<file path="src/rtl/pc_fetch.sv">
// pc_fetch: program counter and instruction-fetch stage.
// Holds the word-addressed PC, issues instruction-memory requests, and
// loads the IF/ID register. Stalls, flush/redirect and wait states are
// handled by a two-state FSM (S_REQ / S_HOLD). A one-entry skid buffer
// catches an instruction returned while downstream is stalled. A kill
// flag drops the response of a request that was flushed while still
// waiting.
// Optional feature macro: IF_PERF_CNT_EN builds the fetch and bubble
// counters. Without it, fetch_cnt and bubble_cnt are tied to zero.
module pc_fetch #(
  parameter logic [31:2] RESET_PC  = 30'h0C00,
  parameter logic [31:0] NOP_INSTR = 32'h0000_0000
) (
  input  logic        clk,
  input  logic        rst,
  input  logic [31:2] Npc,
  input  logic        stall,
  input  logic        flush,
  input  logic        imem_ready,
  input  logic [31:0] imem_rdata,
  output logic [31:2] PC,
  output logic        imem_req,
  output logic [31:2] imem_addr,
  output logic [31:2] id_pc,
  output logic [31:0] id_instr,
  output logic        id_valid,
  output logic [31:0] fetch_cnt,
  output logic [31:0] bubble_cnt
);

  typedef enum logic {S_REQ = 1'b0, S_HOLD = 1'b1} state_t;

  state_t      state, state_nx;
  logic [31:2] pc_nx;
  logic        kill, kill_nx;
  logic [31:2] redirect, redirect_nx;
  logic [31:0] skid, skid_nx;
  logic        id_we;
  logic [31:2] id_pc_nx;
  logic [31:0] id_instr_nx;
  logic        id_valid_nx;
  logic        accept;

  assign imem_req  = (state == S_REQ);
  assign imem_addr = PC;
  assign accept    = imem_req && imem_ready;

  // Next-state, next-PC and IF/ID load decisions; flush outranks stall.
  always_comb begin
    state_nx    = state;
    pc_nx       = PC;
    kill_nx     = kill;
    redirect_nx = redirect;
    skid_nx     = skid;
    id_we       = 1'b0;
    id_pc_nx    = id_pc;
    id_instr_nx = id_instr;
    id_valid_nx = id_valid;
    if (flush) begin
      id_we       = 1'b1;
      id_instr_nx = NOP_INSTR;
      id_valid_nx = 1'b0;
      if (state == S_HOLD || accept) begin
        // Nothing left in flight: redirect right away, drop skid/response.
        pc_nx    = Npc;
        state_nx = S_REQ;
        kill_nx  = 1'b0;
      end else begin
        // Request still waiting: PC must stay put, so remember the target.
        redirect_nx = Npc;
        kill_nx     = 1'b1;
      end
    end else if (state == S_REQ) begin
      if (accept && kill) begin
        // Response of a flushed request: discard it and jump to the target.
        pc_nx   = redirect;
        kill_nx = 1'b0;
        if (!stall) begin
          id_we       = 1'b1;
          id_instr_nx = NOP_INSTR;
          id_valid_nx = 1'b0;
        end
      end else if (accept && !stall) begin
        id_we       = 1'b1;
        id_pc_nx    = PC;
        id_instr_nx = imem_rdata;
        id_valid_nx = 1'b1;
        pc_nx       = Npc;
      end else if (accept) begin
        skid_nx  = imem_rdata;
        state_nx = S_HOLD;
      end else if (!stall) begin
        id_we       = 1'b1;
        id_instr_nx = NOP_INSTR;
        id_valid_nx = 1'b0;
      end
    end else if (!stall) begin
      // Skid drains the cycle stall drops, so no extra latency is added.
      id_we       = 1'b1;
      id_pc_nx    = PC;
      id_instr_nx = skid;
      id_valid_nx = 1'b1;
      pc_nx       = Npc;
      state_nx    = S_REQ;
    end
  end

  // Architectural and pipeline state, cleared asynchronously by reset.
  always_ff @(posedge clk or posedge rst) begin
    if (rst) begin
      state    <= S_REQ;
      PC       <= RESET_PC;
      kill     <= 1'b0;
      redirect <= '0;
      skid     <= NOP_INSTR;
      id_pc    <= '0;
      id_instr <= NOP_INSTR;
      id_valid <= 1'b0;
    end else begin
      state    <= state_nx;
      PC       <= pc_nx;
      kill     <= kill_nx;
      redirect <= redirect_nx;
      skid     <= skid_nx;
      if (id_we) begin
        id_pc    <= id_pc_nx;
        id_instr <= id_instr_nx;
        id_valid <= id_valid_nx;
      end
    end
  end

`ifdef IF_PERF_CNT_EN
  // Count real instruction loads and bubble loads into IF/ID; both wrap.
  always_ff @(posedge clk or posedge rst) begin
    if (rst) begin
      fetch_cnt  <= '0;
      bubble_cnt <= '0;
    end else if (id_we) begin
      if (id_valid_nx) fetch_cnt  <= fetch_cnt + 32'd1;
      else             bubble_cnt <= bubble_cnt + 32'd1;
    end
  end
`else
  assign fetch_cnt  = '0;
  assign bubble_cnt = '0;
`endif

endmodule

</file>
<file path="config.mk">
export PLATFORM = sky130hd
export DESIGN_NAME = pc_fetch
export DESIGN_NICKNAME = d
export VERILOG_FILES = /design/src/rtl/pc_fetch.sv
export SDC_FILE = /design/constraint.sdc
export NUM_CORES = 1
export LEC_CHECK = 0
export BUFFER_PORTS_ARGS = -buffer_cell sky130_fd_sc_hd__clkbuf_2
export CAP_MARGIN = 0
export CELL_PAD_IN_SITES_DETAIL_PLACEMENT = 1
export CELL_PAD_IN_SITES_GLOBAL_PLACEMENT = 1
export CORE_MARGIN = 5
export CORE_UTILIZATION = 35
export CTS_CLUSTER_DIAMETER = 120
export DETAILED_ROUTE_END_ITERATION = 10
export PLACE_DENSITY = 0.76
export SLEW_MARGIN = 5
export SYNTH_ARGS = -nofsm -noshare
export SYNTH_HDL_FRONTEND = slang
export SYNTH_SLANG_ARGS = --single-unit
</file>
<file path="constraint.sdc">
create_clock -name clk -period 5 [get_ports clk]
set_input_delay 1 -clock clk [delete_from_list [all_inputs] [get_ports clk]]
set_output_delay 1 -clock clk [all_outputs]
set_load 0.005 [all_outputs]
</file>
==> impl_metrics.py <==
metrics = {
    "run_status": {
        "status": "completed",
    },
    "synthesis": {
        "yosysTopAreaCell": "dfrtp_1",
        "ys_seq_area_share_pct": 54.2,
        "synth_cell_types": 26,
        "yosys_warnings": 0,
        "synth.area.top_cells": "dfrtp_1 (54%), mux2_2 (23%), buf_4 (10%)",
        "syn_inst": 554,
        "syn_area_um2": 7250,
        "ys_seq_elements": 157,
        "avgSynthCellArea_um2": 13.1,
        "synth_edf_count": 0,
        "synth_commonest_cells": "dfrtp_1 (155), mux2_2 (145), buf_4 (99)",
        "synth_most_common_cell": "dfrtp_1",
        "synth_top_area_share_pct": 53.5,
        "synth_flop_cell": "dfrtp_1",
        "async_flop_share_pct": 100,
    },
    "cells_and_area": {
        "fin_area_um2": 8550,
        "area_growth_pct": 17.9,
        "instances_no_fill": 991,
        "diodes": 0,
        "final_nets": 775,
        "drive_above_1_share_pct": 53.1,
    },
    "place": {
        "dp_hpwl_um": 11900,
        "placed_cell_area_um2": 7990,
        "place_congestion": 0.713,
        "io_buffers": 190,
        "dpl.cell_count": 959,
    },
    "sta": {
        "period_share_pct": 55.5,
        "timing.slew.headroom_pct": 22.1,
        "rsz0062_at_grt": "no",
        "worst_pin_slew_ns": 1.17,
        "setup_viol": 0,
        "setup_tns_ns": 0,
        "slew_violations": 0,
        "max_freq_mhz": 360,
        "layout_min_cycle_time_ns": 2.77,
        "hold_viol_final": 0,
        "fin_skew_ns": 0.0101,
    },
    "cts": {
        "cts.sinks": 157,
        "cts_tree": "built",
        "clkTransAtPathRegs_ns": 0.06,
        "worst_skew_pair.late_latency_ns": 0.42,
        "cts_resized": 0,
        "htreeDepth": 4,
        "root_buffer": "clkbuf_16",
        "clk_path_buf_depth": 2,
        "cts_hold_buf": 0,
        "cts_setup_buffers": 0,
        "numCtsBuffers": 17,
    },
    "floorplan": {
        "row_count": 52,
        "pin_count": 255,
        "initial_core_util_pct": 35.7,
        "dieWidth_um": 154,
        "core_um2": 20300,
        "die_y_um": 154,
        "dieArea_um2": 23700,
    },
    "worst_setup_path": {
        "cp-end-kind": "register",
        "path_max_fanout": 37,
        "cp-start-kind": "input pin",
        "crit_type": "in -> reg",
        "cp_slowest_cell": "clkbuf_2",
        "crit_required_ns": 5.30,
        "cp_cell_sequence": "clkbuf_2 -> and2b_1 -> nand3b_1 -> buf_4 -> mux2_2",
        "crit_arrival_ns": 3.07,
        "critPathMaxStageDelay_ns": 0.47,
    },
    "power_and_ir_drop": {
        "p_leak_uw": 0.00405,
        "p_per_area_nw_per_um2": 417,
        "power_uw": 3560,
        "ir_worst_vdd_uv": 215,
    },
    "detailed_routing": {
        "avgRoutedWirePerCell_um": 17.4,
        "postRouteAntennaNets": 0,
        "via_count": 4671,
        "wl_um": 17200,
        "firstDrtPassIters": 4,
        "vias_per_cell": 4.71,
        "drtIter0Drc": 140,
        "drc": 0,
    },
    "global_route": {
        "grt_pass1_vias": 5100,
        "grt_remaining_overflow": 0,
        "grt_pass1_wl_um": 28400,
        "grt_use_total_pct": 14.8,
        "grt_max_degree": 89,
        "antenna_found_initial": 0,
    },
    "job": {
        "drv_cap": 0,
    },
    "min_path": {
        "hold_path.class": "reg -> reg",
    },
}
-- path summary, 6_finish.rpt --
check / to / slack, ns / cells past startpoint / from
max: skid[21] / 2.23 / 5 / stall
min: redirect[2] / 0.49 / 1 / redirect[2]
max reg2reg: skid[21] / 2.81 / 5 / state
min reg2reg: redirect[2] / 0.49 / 1 / redirect[2]
max in group asynchronous: PC[13] / 3.32 / 3 / rst
min in group asynchronous: id_pc[4] / 0.70 / 2 / rst
-- stage by stage --
step	setup WS, ns	util, %	hold WS (ns)
global route	2.15	42.1	0.503
finish	2.23	42.1	0.486
floorplan	2.01	-	0.452
global placement	1.85	39.4	0.462
CTS	2.24	42.1	0.488
detailed placement	1.80	39.4	0.473
-- sequential cells by signal, indices dropped and copies added, names as in the netlist --
register and count:
kill 1, id_valid 1, redirect 30, state 1, id_pc 30, PC 30
skid 32, id_instr 32
-- report_power, final --
part / switching, µW / internal (µW) / leakage (µW)
Combinational: 287 / 373 / 0.00189
Sequential: 155 / 1530 / 0.00191
Clock: 570 / 650 / 0.000254
-- final cells by class --
cell class	instances	area [µm²]
clock buffers	17	425
clock inverters	15	134
fillers	2229	11800
inverters	3	15.0
multi-input cells	330	2670
flip-flops and latches	157	3930
well taps	270	338
repair buffers	199	1030
-- critical path, delay by kind of cell --
kind / cells / cell delay (ns)
mux: 1 / 0.38
buf+inv: 2 / 0.88
simple gates: 2 / 0.77
-- cells in the final DEF, fill, tap and decap left out, drive strengths merged, types with 2 or more instances in the layout --
cell type,n
a21oi,2
a221oi,32
buf,9
clkbuf,207
clkinv,4
clkinvlp,7
conb,64
dfrtp,155
dfstp,2
inv,7
mux2,152
nor2,35
nor2b,2
nor3,32
o21ai,2
-- layer usage --
| layer | part of all wire (%) | track usage (%) |
|---|---|---|
| met1 | 44 | 19.0 |
| met2 | 48 | 24.7 |
| met4 | 1.0 | 3.99 |
| met3 | 6.8 | 3.88 |
| met5 | 0 | 0 |
-- cells by family after synthesis --
logic type	share of synthesized area, %
DFF	54.2
muxes	23.6
buffers and inverters	12.4
and+or+nand+nor	5.30
AOI/OAI and AO/OA	4.35
other	0.0517
No activity file was read; power rests on OpenSTA's default activity.
